**src/rtl/intersection_sched_if.sv**
```systemverilog
// rtl/intersection_sched_if.sv - control and light-unit handshake bundle for intersection_sched
interface intersection_sched_if;
  logic start;
  logic stop;
  logic ped_req;
  logic fault_clr;
  logic done_a;
  logic done_b;
  logic enable_a;
  logic clear_a;
  logic enable_b;
  logic clear_b;
  logic ped_walk;
  logic busy;
  logic fault;

  modport master (
    output start, stop, ped_req, fault_clr, done_a, done_b,
    input  enable_a, clear_a, enable_b, clear_b, ped_walk, busy, fault
  );

  modport slave (
    input  start, stop, ped_req, fault_clr, done_a, done_b,
    output enable_a, clear_a, enable_b, clear_b, ped_walk, busy, fault
  );
endinterface

```
**src/rtl/intersection_sched.sv**
```systemverilog
// rtl/intersection_sched.sv - A/B approach sequencer with all-red clearance, walk phase and fault watchdog
module intersection_sched #(
  parameter int DIV_FACTOR  = 10,
  parameter int ALLRED_SEC  = 2,
  parameter int PED_SEC     = 5,
  parameter int TIMEOUT_SEC = 40
) (
  input  logic                 clk,
  input  logic                 rst_n,
  intersection_sched_if.slave  bus
);

  typedef enum logic [3:0] {
    IDLE,
    RUN_A,
    CLR_A,
    ALLRED_A,
    RUN_B,
    CLR_B,
    ALLRED_B,
    PED,
    FAULT
  } state_t;

  localparam logic [7:0] DIV_LAST     = 8'(DIV_FACTOR - 1);
  localparam logic [7:0] ALLRED_LAST  = 8'(ALLRED_SEC - 1);
  localparam logic [7:0] PED_LAST     = 8'(PED_SEC - 1);
  localparam logic [7:0] TIMEOUT_LAST = 8'(TIMEOUT_SEC - 1);

  state_t     state;
  state_t     state_d;
  logic [7:0] presc;
  logic [7:0] tick_cnt;
  logic [7:0] phase_last;
  logic       timed;
  logic       tick;
  logic       expire;
  logic       stop_l;
  logic       ped_l;
  logic       last_b;

  // Phase length selection; only timed states run the prescaler.
  always_comb begin
    timed      = 1'b0;
    phase_last = TIMEOUT_LAST;
    case (state)
      RUN_A, RUN_B: begin
        timed      = 1'b1;
        phase_last = TIMEOUT_LAST;
      end
      ALLRED_A, ALLRED_B: begin
        timed      = 1'b1;
        phase_last = ALLRED_LAST;
      end
      PED: begin
        timed      = 1'b1;
        phase_last = PED_LAST;
      end
      default: begin
        timed      = 1'b0;
        phase_last = TIMEOUT_LAST;
      end
    endcase
  end

  assign tick   = timed && (presc == DIV_LAST);
  assign expire = tick && (tick_cnt == phase_last);

  always_comb begin
    state_d = state;
    case (state)
      IDLE: begin
        if (bus.start && !bus.stop) state_d = RUN_A;
      end
      RUN_A: begin
        if (bus.done_a)   state_d = CLR_A;
        else if (expire)  state_d = FAULT;
      end
      CLR_A: state_d = ALLRED_A;
      ALLRED_A: begin
        if (expire) begin
          if (stop_l)     state_d = IDLE;
          else if (ped_l) state_d = PED;
          else            state_d = RUN_B;
        end
      end
      RUN_B: begin
        if (bus.done_b)   state_d = CLR_B;
        else if (expire)  state_d = FAULT;
      end
      CLR_B: state_d = ALLRED_B;
      ALLRED_B: begin
        if (expire) begin
          if (stop_l)     state_d = IDLE;
          else if (ped_l) state_d = PED;
          else            state_d = RUN_A;
        end
      end
      PED: begin
        if (expire) state_d = last_b ? RUN_A : RUN_B;
      end
      FAULT: begin
        if (bus.fault_clr) state_d = IDLE;
      end
      default: state_d = IDLE;
    endcase
  end

  always_ff @(posedge clk or negedge rst_n) begin
    if (!rst_n) state <= IDLE;
    else        state <= state_d;
  end

  // Every state change restarts the phase timer from zero.
  always_ff @(posedge clk or negedge rst_n) begin
    if (!rst_n) begin
      presc    <= 8'd0;
      tick_cnt <= 8'd0;
    end else if (state_d != state || !timed) begin
      presc    <= 8'd0;
      tick_cnt <= 8'd0;
    end else if (tick) begin
      presc    <= 8'd0;
      tick_cnt <= tick_cnt + 8'd1;
    end else begin
      presc    <= presc + 8'd1;
    end
  end

  always_ff @(posedge clk or negedge rst_n) begin
    if (!rst_n) begin
      stop_l <= 1'b0;
      ped_l  <= 1'b0;
      last_b <= 1'b0;
    end else begin
      if (state_d == IDLE)
        stop_l <= 1'b0;
      else if (bus.stop && state != IDLE && state != FAULT)
        stop_l <= 1'b1;

      // Entering the walk phase consumes the request; requests during walk are dropped.
      if (state_d == PED && state != PED)
        ped_l <= 1'b0;
      else if (bus.ped_req && state != PED && state != FAULT)
        ped_l <= 1'b1;

      if (state == RUN_A)      last_b <= 1'b0;
      else if (state == RUN_B) last_b <= 1'b1;
    end
  end

  assign bus.enable_a = (state == RUN_A);
  assign bus.clear_a  = (state == CLR_A);
  assign bus.enable_b = (state == RUN_B);
  assign bus.clear_b  = (state == CLR_B);
  assign bus.ped_walk = (state == PED);
  assign bus.busy     = (state != IDLE);
  assign bus.fault    = (state == FAULT);

endmodule

```
**src/flat_wrapper.sv**
```systemverilog
// flat-port wrapper written by rule: the top's interface ports become plain ports
module intersection_sched_flat 
#(
  parameter int DIV_FACTOR  = 10,
  parameter int ALLRED_SEC  = 2,
  parameter int PED_SEC     = 5,
  parameter int TIMEOUT_SEC = 40
)
  (clk, rst_n, bus_start, bus_stop, bus_ped_req, bus_fault_clr, bus_done_a, bus_done_b, bus_enable_a, bus_clear_a, bus_enable_b, bus_clear_b, bus_ped_walk, bus_busy, bus_fault);
  intersection_sched_if bus_i ();
  input  logic clk;
  input  logic rst_n;
  input wire logic [$bits(bus_i.start)-1:0] bus_start;
  input wire logic [$bits(bus_i.stop)-1:0] bus_stop;
  input wire logic [$bits(bus_i.ped_req)-1:0] bus_ped_req;
  input wire logic [$bits(bus_i.fault_clr)-1:0] bus_fault_clr;
  input wire logic [$bits(bus_i.done_a)-1:0] bus_done_a;
  input wire logic [$bits(bus_i.done_b)-1:0] bus_done_b;
  output wire logic [$bits(bus_i.enable_a)-1:0] bus_enable_a;
  output wire logic [$bits(bus_i.clear_a)-1:0] bus_clear_a;
  output wire logic [$bits(bus_i.enable_b)-1:0] bus_enable_b;
  output wire logic [$bits(bus_i.clear_b)-1:0] bus_clear_b;
  output wire logic [$bits(bus_i.ped_walk)-1:0] bus_ped_walk;
  output wire logic [$bits(bus_i.busy)-1:0] bus_busy;
  output wire logic [$bits(bus_i.fault)-1:0] bus_fault;
  assign bus_i.start = bus_start;
  assign bus_i.stop = bus_stop;
  assign bus_i.ped_req = bus_ped_req;
  assign bus_i.fault_clr = bus_fault_clr;
  assign bus_i.done_a = bus_done_a;
  assign bus_i.done_b = bus_done_b;
  assign bus_enable_a = bus_i.enable_a;
  assign bus_clear_a = bus_i.clear_a;
  assign bus_enable_b = bus_i.enable_b;
  assign bus_clear_b = bus_i.clear_b;
  assign bus_ped_walk = bus_i.ped_walk;
  assign bus_busy = bus_i.busy;
  assign bus_fault = bus_i.fault;
  intersection_sched #(.DIV_FACTOR(DIV_FACTOR), .ALLRED_SEC(ALLRED_SEC), .PED_SEC(PED_SEC), .TIMEOUT_SEC(TIMEOUT_SEC)) u_core (.clk(clk), .rst_n(rst_n), .bus(bus_i));
endmodule
```
**config.mk**
```make
export PLATFORM = sky130hd
export DESIGN_NAME = intersection_sched_flat
export DESIGN_NICKNAME = d
export VERILOG_FILES = /design/src/rtl/intersection_sched_if.sv /design/src/rtl/intersection_sched.sv /design/src/flat_wrapper.sv
export SDC_FILE = /design/constraint.sdc
export NUM_CORES = 1
export LEC_CHECK = 0
export BUFFER_PORTS_ARGS = -buffer_cell sky130_fd_sc_hd__clkbuf_2
export CORE_UTILIZATION = 58
export DETAILED_ROUTE_END_ITERATION = 8
export GPL_TIMING_DRIVEN = 0
export PLACE_DENSITY_LB_ADDON = 0.05
export SETUP_SLACK_MARGIN = 0.4
export SYNTH_ARGS = -nofsm -noshare
export SYNTH_HDL_FRONTEND = slang
export SYNTH_SLANG_ARGS = --single-unit
```
**constraint.sdc**
```tcl
create_clock -name clk -period 2.99 [get_ports clk]
set_clock_uncertainty 0.1 [all_clocks]
set_input_delay 0.1495 -clock clk [delete_from_list [all_inputs] [get_ports clk]]
set_output_delay 0.1495 -clock clk [all_outputs]
set_load 0.01 [all_outputs]
```
# ---- Yosys cells after proc, flatten, opt, wreduce, memory -nomap -nowiden
# Index checks and enable logic that the tools add are counted.
dict set report classes {
  add_sub_neg 2
  n_eq_ne 14
  muxes 26
  n_reduce_logical 20
}
# operator count
set op_table {}
lappend op_table {{2-to-1 mux 4 bit} 10}
lappend op_table {{case mux 4 bit (9 select lines)} 1}
lappend op_table {{2-to-1 mux 8 bit} 4}
lappend op_table {{equality test 4 x 3 -> 1 bit (second input constant)} 5}
lappend op_table {{adder 8 x 1 -> 8 bit (second input constant)} 2}
lappend op_table {{case mux 6 bit (2 select lines)} 1}
lappend op_table {{equality test 4 x 2 -> 1 bit (second input constant)} 2}
lappend op_table {{equality test 8 x 4 -> 1 bit (second input constant)} 1}
lappend op_table {{equality test 8 x 6 -> 1 bit} 1}
lappend op_table {{logical AND 1 bit} 8}
lappend op_table {{logical NOT 4 bit} 2}
lappend op_table {{nonzero test 2 bit} 4}
lappend op_table {{2-to-1 mux 1 bit} 7}
lappend op_table {{2-to-1 mux 3 bit} 2}
lappend op_table {{OR reduction 5 bit} 1}
lappend op_table {{equality test 4 x 1 -> 1 bit (second input constant)} 1}
lappend op_table {{equality test 4 bit (second input constant)} 1}
lappend op_table {{!= test 4 x 3 -> 1 bit (second input constant)} 1}
lappend op_table {{!= test 4 bit} 1}
lappend op_table {{!= test 4 bit (second input constant)} 1}
lappend op_table {{nonzero test 4 bit} 1}
lappend op_table {{logical NOT 1 bit} 2}
lappend op_table {{2-to-1 mux 2 bit} 1}
lappend op_table {{OR reduction 2 bit} 1}
lappend op_table {{logical OR 1 bit} 1}
dict set report totals {
  register_bits 23
  in_bits 8
  out_inout_bits 7
  wordCells 68
}

# ---- Logic depth before layout (Yosys ltp)
# Gate-level depths: netlist of the first run.
dict set report logic_depth {
  word_depth 11
  mapped_depth 9
  mapped_depth_nobuf 8
}

# ---- Worst setup path before layout of the first run
# Ideal clock, no wire load.
dict set report synth_timing {
  path_type {register -> register}
  start {reg u_core.state[3]}
  end {reg u_core.stop_l}
  setup_time_ps 129
  arrival_time_ps 2018
  required_ps 2761
  path_slack_ps 743
  stages_incl_launch_ff 7
  n_path_buf 0
  period_less_slack_ps 2247
  path_cell_list {dfrtp_1 > nand2b_2 > o311a_1 > o211a_4 > nand2_4 > mux2_4 > o41a_1}
}
dict set report synth_between {
  elab_chain_len 10
  elab_cells_between_ends 32
  cone_classes {eq/ne (10); mux (12); reduce/logical (10)}
}
# element line_no
set synth_rtl {}
lappend synth_rtl {{start: declaration} intersection_sched.sv:30} ;# state_t state;
lappend synth_rtl {{start signal: assignment} intersection_sched.sv:111} ;# else state <= state_d;
lappend synth_rtl {{equality test 4 x 2 -> 1 bit, or another cell as far along} {intersection_sched.sv:46, intersection_sched.sv:71}}
lappend synth_rtl {{OR reduction 2 bit or OR reduction 5 bit (tied branches)} --}
lappend synth_rtl {{case mux 6 bit (2 select lines) or 2-to-1 mux 1 bit (tied branches)} intersection_sched.sv:46} ;# case (state)
lappend synth_rtl {{equality test 8 x 6 -> 1 bit or logical AND 1 bit (tied branches)} {intersection_sched.sv:67, intersection_sched.sv:66}}
lappend synth_rtl {{logical AND 1 bit} intersection_sched.sv:67} ;# assign expire = tick && (tick_cnt == phase_last);
lappend synth_rtl {{2-to-1 mux 4 bit} {intersection_sched.sv:77, intersection_sched.sv:89}}
lappend synth_rtl {{2-to-1 mux 4 bit, on equally long branches} {intersection_sched.sv:88, intersection_sched.sv:76}}
lappend synth_rtl {{case mux 4 bit (9 select lines) *} intersection_sched.sv:71} ;# case (state)
lappend synth_rtl {{via u_core.state_d[0]} intersection_sched.sv:31} ;# state_t state_d;
lappend synth_rtl {{logical NOT 4 bit *} intersection_sched.sv:136} ;# if (state_d == IDLE)
lappend synth_rtl {{2-to-1 mux 1 bit or nonzero test 2 bit (tied branches)} --}
lappend synth_rtl {{end signal: assignment} intersection_sched.sv:132} ;# stop_l <= 1'b0;
lappend synth_rtl {{end signal: assignment} intersection_sched.sv:137} ;# stop_l <= 1'b0;
lappend synth_rtl {{end signal: assignment} intersection_sched.sv:139} ;# stop_l <= 1'b1;
lappend synth_rtl {{end: declaration} intersection_sched.sv:38} ;# logic stop_l;
# The timed path passes the listed nets; every way through them passes the cells marked *.
# A chain may end at the register's enable or synchronous reset.

# ---- Worst setup path after layout of the first run
# Same ends and word-level chain as after synthesis.

==> metrics.sh, run 1 <==
INSERTEDDIODECOUNT=0
OVERFLOW=0
DESIGN.FINAL.NETS=197
FF2FF_PATH_DEPTH=6
WORSTMARGINPINSLEW_NS=0.5796
CTS-HTREE-LEVELS=1
YS_FF_LATCH=23
RR_STARTPOINT='u_core.state[3]$_DFF_PN0_'
WORSTPATHREQUIRED_NS=3.09
CRITPATHKIND='reg -> reg'
POSTROUTEANTENNANETS=0
SEQ_AREA_UM2=575.6
SETUP-TNS-FINAL_NS=0
SEQ_AREA_FRAC_SYNTH_PCT=38.05
SLEW_MARGIN_REL_PCT=61.36
ROUTED-WL-MET2_MM=1.657
SYNTH_FP_NETS=176
POWER.STATIC_LEAKAGE_nW=0.7147
GRT_MAX_DEGREE=24
POSTCTSSETUPREPAIRBUFS=0
DRV.MAX_CAP_VIOLATION_COUNT=0
INITIALDRTVIOLATIONCOUNT=30
ASYNCSETRESETFLOPFRACSYNTH_PCT=100.0
NETLIST_AREA_UM2=1513
WORST-PATH-MAX-FANOUT=7
CLOCK_PIN_SLEW_OF_THE_REGISTERS_ON_THE_WORST_CASE_SETUP_AND_HOLD_PATHS_NS=0.12
CRITPATHARRIVALTIME_NS=2.50
SYNTH_CELLS=165
CRIT_PATH_END='u_core.stop_l$_DFFE_PN0P_'
FIRST_GLOBAL_VIAS=1235
CLOCK_TREE.BUFFER_DEPTH=2
REGTOREGENDPOINT='u_core.stop_l$_DFFE_PN0P_'
TIMING.CRITICAL_PATH.FROM='u_core.state[3]$_DFF_PN0_'
BOUNDARY_PIN_COUNT=15
PLACE.GP.CONGESTION=0.8766
WHS_NS=0.05420
YS.WARNINGS.COUNT=0
WIRELENGTH_MET1_MM=1.531
ROUTED.TOP_LAYER='met4'
VDD_IR_DROP_MAX_mV=0.4623
TIMING.CRITICAL_PATH.TO_TYPE='flip-flop'
CTS_MADE_BUFFERS=3
HPWLAFTERDP_MM=2.504
CTS_TREE='yes'
MAX_FREQ_MHz=415.8
INITIAL_CORE_UTIL_PCT=61.06
FINAL-SETUP-VIOL-COUNT=0
LAYOUT_SETUP_WS_NS=0.5848
VIAS_PER_CELL=6.130
ANTENNA_FOUND_INITIAL=0
CLK-INSERTION-DELAY-LATE_NS=0.32
LAYOUT_WORST_PATH_CYCLE_SHARE_PCT=80.44
NFILLCELLS=206
RSZ0062_AT_GRT='false'
SYNTHDISTINCTLIBCELLS=50
REGTOREGSETUPSLACK_NS=0.58
HOLD_PATH_CLASS='in -> reg'
MET3_LENGTH_UM=175
ROUTE.FINAL.WIRE_LENGTH_MM=3.410
CTSROOTBUFFERMASTER='clkbuf_4'
DESIGN.CORE.AREA_UM2=2477
DIE_HEIGHT_UM=53.07
DOMINANTREGCELLSYNTH='dfrtp_1'
SYN_TO_FINAL_GROWTH_PCT=10.17
POST-ROUTE-MIN-PERIOD_NS=2.405
PLACE.PORT_BUFFERS=14
ROUTE.DETAILED.WL_PER_INST_UM=15.86
DRIVE_ABOVE_1_SHARE_PCT=16.76
CLKSINKCOUNT=23
POWER.DENSITY_CELL_AREA_nW_PER_UM2=673.3
WIRE_LENGTH_OF_THE_FIRST_GLOBAL_ROUTING_PASS_MM=5.561
MULTI_INPUT_AREA_UM2=867.1
OUTCOME='completed'
DR.PASS1.ITERS=4
PLACE_WS_NS=0.6176
DRC=0
REPORT.FINAL.HOLD_VIOL_COUNT=0
FP-ROW-COUNT=18
WORSTSETUPSTARTPOINTTYPE='flip-flop'
DESIGN.DIE.AREA_UM2=2816
DR_TOTAL_VIAS=1318
AVGSYNTHCELLAREA_UM2=9.168
FINALMAXSLEWVIOLATIONS=0
SYNTH_ENABLE_FLOP_CELLS=0
GROUTE.USAGE.OVERALL_PCT=27.24
X_DIMENSION_OF_THE_DIE_UM=53.07
worst min-delay path by stage:
stage          slack [ns]         from  depth (start not counted)                   endpoint
2_1_floorplan       -0.25        rst_n                          0  u_core.last_b$_DFFE_PN0P_
3_3_place_gp         0.07        rst_n                          1  u_core.last_b$_DFFE_PN0P_
3_5_place_dp         0.08        rst_n                          1  u_core.last_b$_DFFE_PN0P_
4_1_cts              0.02  bus_ped_req                          3   u_core.ped_l$_DFFE_PN0P_
5_1_grt              0.04  bus_ped_req                          3   u_core.ped_l$_DFFE_PN0P_
6_report             0.05  bus_ped_req                          3   u_core.ped_l$_DFFE_PN0P_
layout by cell type, fill, tap and decap left out, types with 5 or more instances in the layout:
cell,n
xor2_1,8
dfrtp_1,23
xnor2_1,5
o21ai_0,6
nor3_1,11
nand2b_1,6
nand3_1,6
nand2_1,10
inv_1,7
clkbuf_2,14
nor2_1,21
power breakdown:
group	internal [W]	switching, W
logic	0.000226	0.000338
registers	0.000355	0.0000533
clock network	0.0000521	0.0000977
kinds of logic (layout without fill, tap and decap cells):
| family | after synthesis | after routing | synth area share, % |
|---|---|---|---|
| xor+xnor | 13 | 13 | 7.527 |
| simple gates | 75 | 75 | 26.06 |
| mux | 2 | 2 | 1.654 |
| compound gates | 35 | 35 | 19.60 |
| flops | 23 | 23 | 38.05 |
| fa+ha+maj | 3 | 3 | 2.482 |
| buf+inv | 14 | 34 | 4.632 |
sequential cells by signal (all words and copies together), names as in the netlist:
register / cells
u_core.presc: 8
u_core.tick_cnt: 8
u_core.last_b: 1
u_core.stop_l: 1
u_core.ped_l: 1
u_core.state: 4
final cells by class:
cell class	count	share of cell area, %
Buffer	7	2.628
Multi-Input combinational cell	128	52.03
Clock buffer	4	1.577
Tap cell	30	2.252
Sequential cell	23	34.53
Timing Repair Buffer	16	5.405
Inverter	7	1.577
through the flow:
step	area, um^2	power, W	util, %	std cells
after floorplan	1513	0.0008248	-	165
after global placement	1620	0.0009532	65.40	209
after detailed placement	1620	0.0009669	65.40	209
after CTS	1667	0.001117	67.27	215
after global routing	1667	0.001191	67.27	215
final	1667	0.001122	67.27	215
critical path, cell delays in order, from the launching register on:
cell      delay, ns
dfrtp_1        0.45
nand2b_2       0.29
o311a_1        0.40
o211a_4        0.29
nand2_4        0.08
mux2_4         0.32
o41a_1         0.36
cell usage after synthesis (2+ instances only):
master    number  share of area (%)
a21boi_0       2               0.99
a21oi_1        3               0.99
a31oi_1        4                1.7
and3_1         3                1.2
buf_2          2               0.66
buf_6          2                1.5
clkbuf_1       3               0.74
dfrtp_1       23                 38
ha_1           3                2.5
inv_1          7                1.7
nand2_1       10                2.5
nand2b_1       6                2.5
nand3_1        6                2.0
nand4_1        3                1.2
nor2_1        21                5.2
nor2b_1        4                1.7
nor3_1        11                3.6
nor4b_1        3                1.7
o21ai_0        6                2.0
o31ai_1        2               0.99
xnor2_1        5                2.9
xor2_1         8                4.6
layer usage:
metal | up-vias | GRT usage (%)
met1 | 639 | 36.43
li1 | 634 | -
met5 | - | 0
met4 | 0 | 10.53
met2 | 39 | 44.09
met3 | 6 | 3.736
repair_timing:
item | in CTS | in global routing
endpoints found under the setup margin | 0 | 0
endpoints found under the hold margin | 24 | 0
hold buffers | 2 | 0
resized for setup | 0 | 0
No activity file was read; power rests on OpenSTA's default activity.
==> run 2, diff against run 1 <==
Settings changed: ABC_AREA set to 1, CORE_UTILIZATION 58 to 59.
Clock period 2.99 ns to 2.35 ns, I/O delays scaled along.
==> run 2 against run 1 <==
  * The flow now finishes with violations (negative setup slack)
  * Area after synthesis is 11% higher
  * Core utilization increased by 23 points
  * Cell count rose by 36%
  * Count of clock-buffer cells in the layout down 1
  * Combinational power rose to 2.9 times the previous value
  * Sequential power rose by 20%
  * Hold slack got worse by 0.047 ns
  * Critical path depth grew 10
  * Maximum frequency decreased by 8.0%
  * Critical endpoint is now u_core.tick_cnt[3]$_DFFE_PN0P_
  * Largest power group unchanged
==> metrics.sh, run 2 <==
WORSTPATHREQUIRED_NS=2.51  # -0.58 ns
HOLD_PATH_STARTPOINT='bus_ped_req'
CTS_TREE='yes'
YOSYSTOPAREACELLSHARE_PCT=34.38  # -3.7 points
YS.WARNINGS.COUNT=0  # unchanged
ANTENNA_FOUND_INITIAL=0  # unchanged
PLACE_WS_NS=-0.04605  # -0.6637 ns
INITIALDRTVIOLATIONCOUNT=198  # +560%
HOLD_PATH_CLASS='in -> reg'
DESIGN.DIE.AREA_UM2=3054  # +8.4%
CLKSINKCOUNT=23  # unchanged
TIMING.CRITICAL_PATH.FROM='u_core.state[3]$_DFF_PN0_'
FAILED_CHECKS='negative setup slack'
FINALMAXSLEWVIOLATIONS=0  # unchanged
AREA_LEADER_NETLIST='dfrtp_1'
TIMING.CRITICAL_PATH.TO_TYPE='flip-flop'
ROUTE.FINAL.WIRE_LENGTH_MM=5.684  # +67%
POWER.STATIC_LEAKAGE_nW=1.159  # +62%
GROUTE.USAGE.OVERALL_PCT=29.91  # +2.7 points
POSTROUTEANTENNANETS=0  # unchanged
DESIGN.FINAL.NETS=275  # +40%
FINAL-SETUP-VIOL-COUNT=19  # +19
SYNTHTOPCELLSBYCOUNT='54 x nand2_1, 25 x inv_1, 23 x dfrtp_1, 17 x nor2_1, 14 x nand3_1'
CLK-INSERTION-DELAY-LATE_NS=0.32  # about the same
PLACE.GP.CONGESTION=0.9132  # +4.2%
DIE_HEIGHT_UM=55.27  # +4.1%
INSTANCES_NO_FILL=293  # +36%
FP-ROW-COUNT=18  # unchanged
WORST-PATH-MAX-FANOUT=6  # -1
WIRE_LENGTH_OF_THE_FIRST_GLOBAL_ROUTING_PASS_MM=7.231  # +30%
SLEW_MARGIN_REL_PCT=61.62  # +0.26 points
RR_STARTPOINT='u_core.state[3]$_DFF_PN0_'
MOST-COMMON-LAYOUT-CELLS='39 x nand2_1, 24 x inv_1, 20 x dfrtp_1'
REPORT.FINAL.HOLD_VIOL_COUNT=0  # unchanged
POST-ROUTE-MIN-PERIOD_NS=2.613  # +0.2079 ns
CTS-HTREE-LEVELS=1  # unchanged
MAX_FREQ_MHz=382.7  # -8.0%
DR_TOTAL_VIAS=1852  # +41%
INSERTEDDIODECOUNT=0  # unchanged
GRT_MAX_DEGREE=24  # unchanged
YS_FF_LATCH=23  # unchanged
OVERFLOW=0  # unchanged
FIRST_GLOBAL_VIAS=1566  # +27%
DR.PASS1.ITERS=5  # +1
LARGEST_REGISTERS_RANKED_BY_FLIP_FLOP_COUNT='u_core.presc: 8 flops, u_core.tick_cnt: 8 flops, u_core.state: 4 flops'
SYNTH_CELLS=219  # +33%
AVGSYNTHCELLAREA_UM2=7.644  # -17%
SYN_TO_FINAL_GROWTH_PCT=39.16
POWER.DENSITY_CELL_AREA_nW_PER_UM2=983.7  # +46%
LAYOUT_WORST_PATH_CYCLE_SHARE_PCT=111.2  # +31 points
BOUNDARY_PIN_COUNT=15  # unchanged
DRC=0  # unchanged
CRITPATHARRIVALTIME_NS=2.77  # +0.27 ns
FINAL_AREA_UM2=2330  # +40%
ASYNCSETRESETFLOPFRACSYNTH_PCT=100.0  # unchanged
RSZ0062_AT_GRT='true'
DOMINANTREGCELLSYNTH='dfrtp_1'
DRV.MAX_CAP_VIOLATION_COUNT=0  # unchanged
SYNTHMOSTINSTANTIATEDCELL='nand2_1'
REGTOREGSETUPSLACK_NS=-0.26  # -0.85 ns
SYNTH_ENABLE_FLOP_CELLS=0  # unchanged
VIAS_PER_CELL=6.321  # +3.1%
LAYOUT_SETUP_WS_NS=-0.2631  # -0.8479 ns
CLOCK_PIN_SLEW_OF_THE_REGISTERS_ON_THE_WORST_CASE_SETUP_AND_HOLD_PATHS_NS=0.14  # +0.02 ns
WORSTSETUPSTARTPOINTTYPE='flip-flop'
CLOCK_TREE.BUFFER_DEPTH=2  # unchanged
CTSROOTBUFFERMASTER='clkbuf_4'
CRITPATHKIND='reg -> reg'
SYNTH_FP_NETS=230  # +31%
SEQ_AREA_FRAC_SYNTH_PCT=34.38  # -3.7 points
PLACE.PORT_BUFFERS=14  # unchanged
DETAILED_PLACE.AREA_UM2=1787  # +10%
VDD_IR_DROP_MAX_mV=1.008  # +120%
SYNTH_AREA_LEADERS='dfrtp_1 34%, nand2_1 12%, nor3_2 6.6%'
SYNTHDISTINCTLIBCELLS=33  # -34%
FINAL_COMMON_CELL='nand2_1'
X_DIMENSION_OF_THE_DIE_UM=55.27  # +4.1%
WORSTMARGINPINSLEW_NS=0.5757  # -0.003937 ns
HPWLAFTERDP_MM=2.567  # +2.5%
ROUTE.DETAILED.WL_PER_INST_UM=19.40  # +22%
INITIAL_CORE_UTIL_PCT=65.20  # +4.1 points
DESIGN.CORE.AREA_UM2=2567  # +3.6%
DRIVE_ABOVE_1_SHARE_PCT=48.67  # +32 points
CTS_MADE_BUFFERS=3  # unchanged
OUTCOME='finished, violations left'
NETLIST_AREA_UM2=1674  # +11%
PLACE_INST=263  # +26%
run 2: changes by cell type in the layout (fill, tap and decap cells not counted), moves of 10 or more:
cell,change
nand2_1,+29
buf_4,+14
inv_1,+17
nor3_2,+10
nand2_2,+19
run 2: power breakdown:
part | switching [W] | internal [W]
clock network | 0.000129 | 0.0000639
logic | 0.000937 | 0.000672
registers | 0.0000541 | 0.000436
run 2: kinds of logic after synthesis:
group	share of synthesized area, %
compound gates	7.175
xor+xnor	4.186
mux	0.5979
flops	34.38
simple gates	43.12
buf+inv	8.296
fa+ha+maj	2.242
run 2: layer usage:
metal,up-vias,routed length [um],track usage [%]
met1,880,2203,41.73
met2,144,2624,47.85
met3,36,567,4.215
li1,792,-,-
met4,0,289,10.00
met5,-,0,0
run 2: what timing repair did:
action / in CTS / in global routing
pin swaps: 35 / 36
gates cloned: 2 / 0
hold endpoints to repair: 23 / 0
resized for setup: 36 / 38
hold buffers: 1 / 0
setup endpoints to repair: 21 / 22
buffers inserted: 16 / 7
run 2: worst max-delay path: stages, from the launching register on:
cell	delay, ns
dfrtp_2	0.48
nor2_4	0.23
nand2_4	0.11
nand2_2	0.12
nand2_1	0.11
nor2_1	0.14
nand2_1	0.10
nor2_4	0.15
nand3_2	0.13
nand2_2	0.11
nand3_2	0.09
nand2_2	0.09
nand2_2	0.08
nand2_2	0.09
nand2_4	0.09
buf_8	0.16
nor3_4	0.15
run 2: worst paths after layout:
path | to | cells after the start
setup / recovery | u_core.tick_cnt[3]$_DFFE_PN0P_ | 16
hold / removal | u_core.ped_l$_DFFE_PN0P_ | 5
setup reg to reg | u_core.tick_cnt[3]$_DFFE_PN0P_ | 16
hold reg to reg | u_core.last_b$_DFFE_PN0P_ | 2
max in group asynchronous | u_core.state[3]$_DFF_PN0_ | 2
min in group asynchronous | u_core.presc[7]$_DFF_PN0_ | 2
run 2: stage by stage:
stage | setup TNS, ns | power [W] | util, % | hold slack (ns)
global route | -6.092 | 0.002384 | 90.74 | 0.02222
detailed placement | -0.2993 | 0.001316 | 69.59 | 0.04514
global placement | -0.3207 | 0.001299 | 69.59 | 0.03521
finish | -4.394 | 0.002292 | 90.74 | 0.007441
floorplan | 0 | 0.001130 | - | -0.2781
CTS | -0.007933 | 0.001969 | 83.14 | 0.003266
run 2: cell type report:
class                      instances  area [um^2]
multi-input combinational        164         1184
sequential                        23        579.3
timing repair buffer              40        349.1
fill                             104        237.7
inverter                          29        111.4
buffer                             3        41.29
tap                               30        37.54
clock buffer                       3        22.52
clock inverter                     1        5.005
==> run 3, diff against run 2 <==
Settings changed: RECOVER_POWER set to 100.
==> run 3 against run 2 <==
  * The run ends with negative hold slack, negative setup slack left
  * Via count increased by 0.32%
  * Largest cell class unchanged
  * Sequential power about the same
  * Design area about the same
  * Total power decreased by 0.26%
  * Critical endpoint unchanged
  * Count of clock-buffer cells in the layout unchanged
  * Hold slack got worse by 0.0085 ns
  * Sequential share of layout area about the same
  * Routed wire length decreased by 0.93%
  * Critical path depth unchanged
==> metrics.sh, run 3 (same netlist as run 2, synthesis figures left out) <==
LAYOUT_WORST_PATH_CYCLE_SHARE_PCT=111.5  # +0.34 points
POWER.DENSITY_CELL_AREA_nW_PER_UM2=981.7  # -0.21%
ROUTE.FINAL.WIRE_LENGTH_MM=5.631  # -0.93%
MAX_FREQ_MHz=381.5  # -0.30%
DR_TOTAL_VIAS=1858  # +0.32%
CTSROOTBUFFERMASTER='clkbuf_4'
INITIAL_CORE_UTIL_PCT=65.20  # unchanged
FF2FF_PATH_DEPTH=16  # unchanged
LAYOUT_SETUP_WS_NS=-0.2711  # -0.007935 ns
WORST_HOLD_PATH.ENDPOINT='u_core.ped_l$_DFFE_PN0P_'
FINAL_COMMON_CELL='nand2_1'
PLACE.PORT_BUFFERS=14  # unchanged
POSTROUTEANTENNANETS=0  # unchanged
LARGEST_REGISTERS_RANKED_BY_FLIP_FLOP_COUNT='u_core.presc: 8 flops, u_core.tick_cnt: 8 flops, u_core.state: 4 flops'
DRC=0  # unchanged
TOTAL_POWER_W=0.002286  # -0.26%
DRV.MAX_CAP_VIOLATION_COUNT=0  # unchanged
OVERFLOW=0  # unchanged
HPWLAFTERDP_MM=2.567  # unchanged
DESIGN.FINAL.NETS=275  # unchanged
CRITPATHARRIVALTIME_NS=2.78  # about the same
HOLD_PATH_CLASS='in -> reg'
REPORT.FINAL.HOLD_VIOL_COUNT=1  # +1
SYN_TO_FINAL_GROWTH_PCT=39.09  # about the same
CLOCK_TREE.BUFFER_DEPTH=2  # unchanged
RR_STARTPOINT='u_core.state[3]$_DFF_PN0_'
VDD_IR_DROP_MAX_mV=1.005  # -0.25%
CLK-INSERTION-DELAY-LATE_NS=0.33  # about the same
CLKSINKCOUNT=23  # unchanged
DESIGN.CORE.AREA_UM2=2567  # unchanged
WORSTMARGINPINSLEW_NS=1.249  # +0.6732 ns
DIE_HEIGHT_UM=55.27  # unchanged
VIAS_PER_CELL=6.341  # +0.32%
WORSTPATHREQUIRED_NS=2.51  # about the same
MOST-COMMON-LAYOUT-CELLS='39 x nand2_1, 24 x inv_1, 20 x dfrtp_1'
CTS_TREE='yes'
FAILED_CHECKS='negative hold slack, negative setup slack'
WORST_HOLD_PATH.NUM_CELLS=5  # unchanged
REGTOREGSETUPSLACK_NS=-0.27  # about the same
DETAILED_PLACE.AREA_UM2=1787  # unchanged
RSZ0062_AT_GRT='true'
GRT_MAX_DEGREE=24  # unchanged
TIMING.CRITICAL_PATH.FROM='u_core.state[3]$_DFF_PN0_'
ROUTE.DETAILED.WL_PER_INST_UM=19.22  # -0.93%
WORSTSETUPSTARTPOINTTYPE='flip-flop'
CTS-HTREE-LEVELS=1  # unchanged
WORST-PATH-MAX-FANOUT=6  # unchanged
INSERTEDDIODECOUNT=0  # unchanged
REGTOREGENDPOINT='u_core.tick_cnt[3]$_DFFE_PN0P_'
BOUNDARY_PIN_COUNT=15  # unchanged
POST-ROUTE-MIN-PERIOD_NS=2.621  # +0.007935 ns
SLEW_MARGIN_REL_PCT=16.74  # -45 points
CTS_MADE_BUFFERS=3  # unchanged
FIRST_GLOBAL_VIAS=1566  # unchanged
TIMING.CRITICAL_PATH.TO_TYPE='flip-flop'
CRITPATHKIND='reg -> reg'
POWER.STATIC_LEAKAGE_nW=1.156  # -0.26%
DRIVE_ABOVE_1_SHARE_PCT=48.29  # -0.38 points
HOLD_PATH_STARTPOINT='bus_ped_req'
INITIALDRTVIOLATIONCOUNT=197  # -0.51%
CORE_UTILIZATION_OF_THE_FINISHED_LAYOUT_PCT=90.69  # about the same
ANTENNA_FOUND_INITIAL=0  # unchanged
FINALMAXSLEWVIOLATIONS=0  # unchanged
FINAL_AREA_UM2=2328  # about the same
WHS_NS=-0.001029  # -0.008471 ns
FINAL-SETUP-VIOL-COUNT=19  # unchanged
OUTCOME='finished, violations left'
FP-ROW-COUNT=18  # unchanged
DESIGN.DIE.AREA_UM2=3054  # unchanged
CLOCK_PIN_SLEW_OF_THE_REGISTERS_ON_THE_WORST_CASE_SETUP_AND_HOLD_PATHS_NS=0.14  # about the same
PLACE.GP.CONGESTION=0.9132  # unchanged
GROUTE.USAGE.OVERALL_PCT=29.91  # unchanged
X_DIMENSION_OF_THE_DIE_UM=55.27  # unchanged
WIRE_LENGTH_OF_THE_FIRST_GLOBAL_ROUTING_PASS_MM=7.231  # unchanged
DR.PASS1.ITERS=5  # unchanged
run 3: worst max-delay path: stages (launching register included):
cell     delay, ns
dfrtp_2       0.48
nor2_4        0.24
nand2_4       0.11
nand2_2       0.12
nand2_1       0.11
nor2_1        0.14
nand2_1       0.10
nor2_4        0.15
nand3_2       0.13
nand2_2       0.11
nand3_2       0.09
nand2_2       0.10
nand2_2       0.08
nand2_2       0.09
nand2_4       0.09
buf_8         0.16
nor3_4        0.15
run 3: repair_timing:
item,CTS,global route
endpoints found under the hold margin,23,0
gates resized for setup,36,38
cloned,2,0
hold buffers,1,0
endpoints found under the setup margin,21,22
pin swaps,35,36
buffers inserted,16,7
run 3: layer usage:
metal / GRT usage, % / routed length (um)
met1: 41.73 / 2223
met2: 47.85 / 2633
met3: 4.215 / 513
met4: 10.00 / 261
met5: 0 / 0
run 3: how the worst max path moves through the flow:
stage                                          end  slack [ns]  cells past startpoint
floorplan                u_core.presc[2]$_DFF_PN0_        0.28                     13
global placement    u_core.tick_cnt[5]$_DFFE_PN0P_       -0.04                     14
detailed placement       u_core.presc[1]$_DFF_PN0_       -0.05                     16
CTS                      u_core.presc[1]$_DFF_PN0_      -0.008                     17
global route        u_core.tick_cnt[0]$_DFFE_PN0P_       -0.36                     16
finish              u_core.tick_cnt[3]$_DFFE_PN0P_       -0.27                     16
run 3: stage by stage:
| stage | setup WS [ns] | cells | setup TNS [ns] |
|---|---|---|---|
| after floorplan | 0.2820 | 219 | 0 |
| after global placement | -0.03506 | 263 | -0.3207 |
| after detailed placement | -0.04605 | 263 | -0.2993 |
| after CTS | -0.007933 | 286 | -0.007933 |
| after global routing | -0.3619 | 293 | -6.092 |
| final | -0.2711 | 293 | -4.536 |
run 3: where the power goes:
| group | internal, W | switching (W) |
|---|---|---|
| Clock | 0.0000639 | 0.000130 |
| Combinational | 0.000672 | 0.000932 |
| Sequential | 0.000436 | 0.0000527 |
run 3: area by class of cell:
class	count	area (um^2)
sequential	23	579.3
buffer	3	41.29
inverter	29	111.4
clock inverter	1	5.005
multi-input combinational	164	1184
timing repair buffer	40	347.8
tap	30	37.54
clock buffer	3	22.52
fill	105	239.0
